<file path="src/rtl/seq_mag_comparator.sv">
// Multi-cycle magnitude comparator: walks WIDTH-bit operands CHUNK bits per cycle, MSB chunk first.
// Optional build macro SEQ_CMP_EARLY_EXIT_EN finishes on the first mismatching chunk.
module seq_mag_comparator #(
    parameter int WIDTH = 16,
    parameter int CHUNK = 4
) (
    input  logic             clk,
    input  logic             rst,
    input  logic             in_valid,
    output logic             in_ready,
    input  logic [WIDTH-1:0] a,
    input  logic [WIDTH-1:0] b,
    input  logic             signed_mode,
    output logic             out_valid,
    input  logic             out_ready,
    output logic [2:0]       out,
    output logic             busy
);
    localparam int NCHUNK = WIDTH / CHUNK;
    localparam int IDXW   = (NCHUNK > 1) ? $clog2(NCHUNK) : 1;
    localparam logic [IDXW-1:0] IDX_TOP = IDXW'(NCHUNK - 1);

`ifdef SEQ_CMP_EARLY_EXIT_EN
    localparam bit EARLY_EXIT = 1'b1;
`else
    localparam bit EARLY_EXIT = 1'b0;
`endif

    localparam logic [2:0] RES_GT = 3'b100;
    localparam logic [2:0] RES_EQ = 3'b010;
    localparam logic [2:0] RES_LT = 3'b001;

    typedef enum logic [1:0] {
        IDLE    = 2'd0,
        COMPARE = 2'd1,
        DONE    = 2'd2
    } state_t;

    state_t           state_q, state_d;
    logic [WIDTH-1:0] a_q, a_d;
    logic [WIDTH-1:0] b_q, b_d;
    logic             sgn_q, sgn_d;
    logic [IDXW-1:0]  idx_q, idx_d;
    logic             decided_q, decided_d;
    logic [2:0]       res_q, res_d;
    logic [2:0]       out_q, out_d;

    logic [CHUNK-1:0] a_chunk [NCHUNK];
    logic [CHUNK-1:0] b_chunk [NCHUNK];

    genvar gi;
    generate
        for (gi = 0; gi < NCHUNK; gi++) begin : g_chunk
            assign a_chunk[gi] = a_q[gi*CHUNK +: CHUNK];
            assign b_chunk[gi] = b_q[gi*CHUNK +: CHUNK];
        end
    endgenerate

    // Inverting the sign bit of the top chunk maps two's complement onto unsigned order.
    logic [CHUNK-1:0] msb_flip;
    logic [CHUNK-1:0] ca, cb;
    logic             differ;
    logic [2:0]       cmp_res;
    logic             final_cmp;

    always_comb begin
        msb_flip            = '0;
        msb_flip[CHUNK-1]   = sgn_q && (idx_q == IDX_TOP);
        ca                  = a_chunk[idx_q] ^ msb_flip;
        cb                  = b_chunk[idx_q] ^ msb_flip;
        differ              = (ca != cb);
        cmp_res             = (ca > cb) ? RES_GT : RES_LT;
        final_cmp           = (idx_q == '0) || (EARLY_EXIT && !decided_q && differ);
    end

    always_comb begin
        state_d   = state_q;
        a_d       = a_q;
        b_d       = b_q;
        sgn_d     = sgn_q;
        idx_d     = idx_q;
        decided_d = decided_q;
        res_d     = res_q;
        out_d     = out_q;
        case (state_q)
            IDLE: begin
                if (in_valid) begin
                    a_d       = a;
                    b_d       = b;
                    sgn_d     = signed_mode;
                    idx_d     = IDX_TOP;
                    decided_d = 1'b0;
                    res_d     = 3'b000;
                    state_d   = COMPARE;
                end
            end
            COMPARE: begin
                if (!decided_q && differ) begin
                    decided_d = 1'b1;
                    res_d     = cmp_res;
                end
                if (final_cmp) begin
                    // The deciding chunk may be the one being examined this very cycle.
                    if (decided_q)
                        out_d = res_q;
                    else if (differ)
                        out_d = cmp_res;
                    else
                        out_d = RES_EQ;
                    state_d = DONE;
                end else begin
                    idx_d = idx_q - IDXW'(1);
                end
            end
            DONE: begin
                if (out_ready)
                    state_d = IDLE;
            end
            default: state_d = IDLE;
        endcase
    end

    always_ff @(posedge clk or posedge rst) begin
        if (rst) begin
            state_q   <= IDLE;
            a_q       <= '0;
            b_q       <= '0;
            sgn_q     <= 1'b0;
            idx_q     <= '0;
            decided_q <= 1'b0;
            res_q     <= 3'b000;
            out_q     <= 3'b000;
        end else begin
            state_q   <= state_d;
            a_q       <= a_d;
            b_q       <= b_d;
            sgn_q     <= sgn_d;
            idx_q     <= idx_d;
            decided_q <= decided_d;
            res_q     <= res_d;
            out_q     <= out_d;
        end
    end

    assign in_ready  = (state_q == IDLE);
    assign busy      = (state_q != IDLE);
    assign out_valid = (state_q == DONE);
    assign out       = out_q;

endmodule

</file>
<file path="config.mk">
export PLATFORM = sky130hd
export DESIGN_NAME = seq_mag_comparator
export DESIGN_NICKNAME = d
export VERILOG_FILES = /design/src/rtl/seq_mag_comparator.sv
export SDC_FILE = /design/constraint.sdc
export NUM_CORES = 1
export LEC_CHECK = 0
export ABC_AREA = 1
export BUFFER_PORTS_ARGS = -buffer_cell sky130_fd_sc_hd__buf_2
export CORE_UTILIZATION = 45
export CTS_CLUSTER_DIAMETER = 60
export DETAILED_ROUTE_END_ITERATION = 8
export PLACE_DENSITY = 0.68
export SYNTH_ARGS = -nofsm -noshare
export SYNTH_HDL_FRONTEND = slang
export SYNTH_SLANG_ARGS = --single-unit
</file>
<file path="constraint.sdc">
create_clock -name clk -period 5.23 [get_ports clk]
set_clock_uncertainty 0.05 [all_clocks]
set_input_delay 1.046 -clock clk [delete_from_list [all_inputs] [get_ports clk]]
set_output_delay 1.046 -clock clk [all_outputs]
set_load 0.005 [all_outputs]
</file>
==> metrics.txt <==
Max FO, Critical Path=20; Post-CTS Resized=0; TritonCTS clock tree=done; Layout area overhead=15.3%; Core Rows=24; initial antenna violation count=0; GRT overflow=0; H-tree Lvls=2; Post-CTS Setup Inserts=0; fin crit period=2.54 ns; met1 Resource Use GR=0.281; mapped cell area=around 2100 sq um; startpoint types=flip-flop; port bufs=42; DIE HEIGHT=approximately 70 microns; met2 Usage GRT=0.278; most crowded layer after global routing=met1; RSZ-0062 raised after global routing=false; first-pass GRT wire length=7470 microns; Final Wtd Congestion=0.802; Worst Tran Pin Value=0.629 ns; clock root buffer master=clkbuf_8; largest net degree at the start of global routing=44; commonest non-fill, non-tap cell in the layout=nand2_1; Detailed Routing Iterations Pass 1=5; WHS=approximately 0.43 ns; core area=approximately 4400 sq um; die area=4930 sq um; Rel. slew slack=0.579; share of cells above drive strength 1=0.194; sequential share of the synthesized area=0.513; # IOs=between 40 and 50; WS Path Type=reg2reg; drt drc=0; n_diodes=0; Clk pin slew, worst setup/hold paths=0.08 ns; Avg WL per Cell=approximately 12 microns; Final period util=0.485; leakage power=1.33 nW; max-slew violations=0; GRT Resource Usage Total=0.191; Synth Warn #=0; Crit path arrival time=approximately 2.7 ns; Mean Syn Cell Area=about 8.0 sq um; CP Data Required Time=between 5 and 6 ns; die extent in x=~70 microns; Yosys cell types=26; most frequent cells in the layout=nand2_1 (125), dfrtp_1 (43), buf_2 (42); CTS Sinks=43; Max Cap Violations=0; final setup TNS=0 ns; P per Cell Area=between 600 and 700 nW/um^2; Peak VDD IR=roughly 0.26 mV; total CTS buffers=5; CTS Hold Buffers Added=0; DRT iter0 DRCs=roughly 130; routed vias/inst=just under 5; # setup viols final=0; status=finished, final reports clean; #FFs+latches synth=between 40 and 50; DP Wirelength=2820 microns; CTS Buffer Depth=2; crit path capture type=flip-flop; Synth area leader=dfrtp_1; Post-Syn Instances=around 260; grt met3 use=0.0433; Yosys top cell area share=0.513; Synth area leaders=dfrtp_1 (51%), nand2_1 (22%), ha_1 (3.6%), o21ai_0 (3.6%), nor2_1 (2.5%); Clk Latency, worst-skew pair=0.29 ns; Post-Syn Nets=306; routed wire length=4100 microns; R2R Setup Slk=roughly 2.7 ns; Final ANT Viol Nets=0; Net count, final=about 350; DR vias=between 1.5k and 2k; Final Hold Viols=0; vias in the first global route=roughly 1.7k; Initial Util=0.475; maximum clock rate=around 390 MHz; Min-Delay Path Class=reg2reg
-- Yosys cell counts, drive strengths merged --
| cell type | n |
|---|---|
| o31ai | 2 |
| clkinv | 1 |
| ha | 6 |
| dfrtp | 43 |
| o22ai | 4 |
| xor2 | 1 |
| a31oi | 1 |
| nor2 | 15 |
| o21ai | 17 |
| nand4 | 1 |
| a21oi | 6 |
| nand3 | 9 |
| a32o | 1 |
| a2bb2oi | 1 |
| nand2 | 128 |
| buf | 10 |
| xnor2 | 1 |
| inv | 16 |
-- layer usage --
metal | part of all wire | vias up | routed length, microns
li1 | - | 907 | -
met4 | 0.012 | 0 | 50
met1 | 0.49 | 775 | 2010
met2 | 0.44 | 56 | 1810
met5 | 0 | - | 0
met3 | 0.056 | 7 | 230
-- worst max-delay path, stage by stage, from the launching register on --
cell and delay, ns:
dfrtp_1 0.74, inv_2 0.27, nand2_1 0.11, nand3_1 0.09
nand2_1 0.10, xor2_1 0.07, ha_1 0.29, nand2_1 0.08
o21ai_0 0.24, nand2_1 0.09, nand3_1 0.14, inv_1 0.06
nand2_1 0.05, nand2_1 0.05
-- path summary, 6_finish.rpt --
kind,startpoint,endpoint,depth (start not counted)
max,idx_q[0]$_DFFE_PP0P_,res_q[0]$_DFFE_PP0P_,13
min,out[1]$_DFFE_PP0P_,out[1]$_DFFE_PP0P_,2
max reg2reg,idx_q[0]$_DFFE_PP0P_,res_q[0]$_DFFE_PP0P_,13
min reg2reg,out[1]$_DFFE_PP0P_,out[1]$_DFFE_PP0P_,2
max in group asynchronous,rst,b_q[6]$_DFFE_PP0P_,3
min in group asynchronous,rst,a_q[9]$_DFFE_PP0P_,3
-- flip-flops by register name (all words and copies together) (netlist names) --
name and flops:
a_q 16, b_q 16, decided_q 1, idx_q 2, out 3, res_q 2, sgn_q 1, state_q 2
-- logic make-up (layout without fill, tap and decap cells) --
logic type / Yosys count / after routing / synth area share
AO/OA/AOI/OAI: 32 / 32 / 0.0878
AND/OR/NAND/NOR: 153 / 153 / 0.288
buffers and inverters: 27 / 68 / 0.0669
XOR/XNOR: 2 / 2 / 0.00836
flip-flops: 43 / 43 / 0.513
adder cells (fa/ha/maj): 6 / 6 / 0.0358
-- per-stage QoR --
step	setup slack [ns]	utilization	power [mW]	instances	cell area, sq um
after CTS	2.69	0.548	1.59	356	2420
final	2.69	0.548	1.57	356	2420
after global placement	2.74	0.522	1.31	348	2300
after detailed placement	2.71	0.522	1.32	348	2300
after global routing	2.41	0.548	1.76	356	2420
after floorplan	3.13	-	1.17	263	2100
-- where the power goes --
group	switching, mW	total (mW)	internal [mW]
Combinational	0.434	0.709	0.275
Clock	0.113	0.255	0.142
Sequential	0.118	0.607	0.489
Total	0.664	1.57	0.907
-- cell type report --
| class | instances | area, sq um |
|---|---|---|
| fillers | 441 | 2000 |
| well taps | 52 | 65.1 |
| multi-input cells | 193 | 880 |
| clock inverters | 3 | 43.8 |
| clock buffers | 5 | 68.8 |
| repair buffers | 43 | 218 |
| inverters | 17 | 66.3 |
| flip-flops and latches | 43 | 1080 |
No activity file was read; power rests on OpenSTA's default activity.
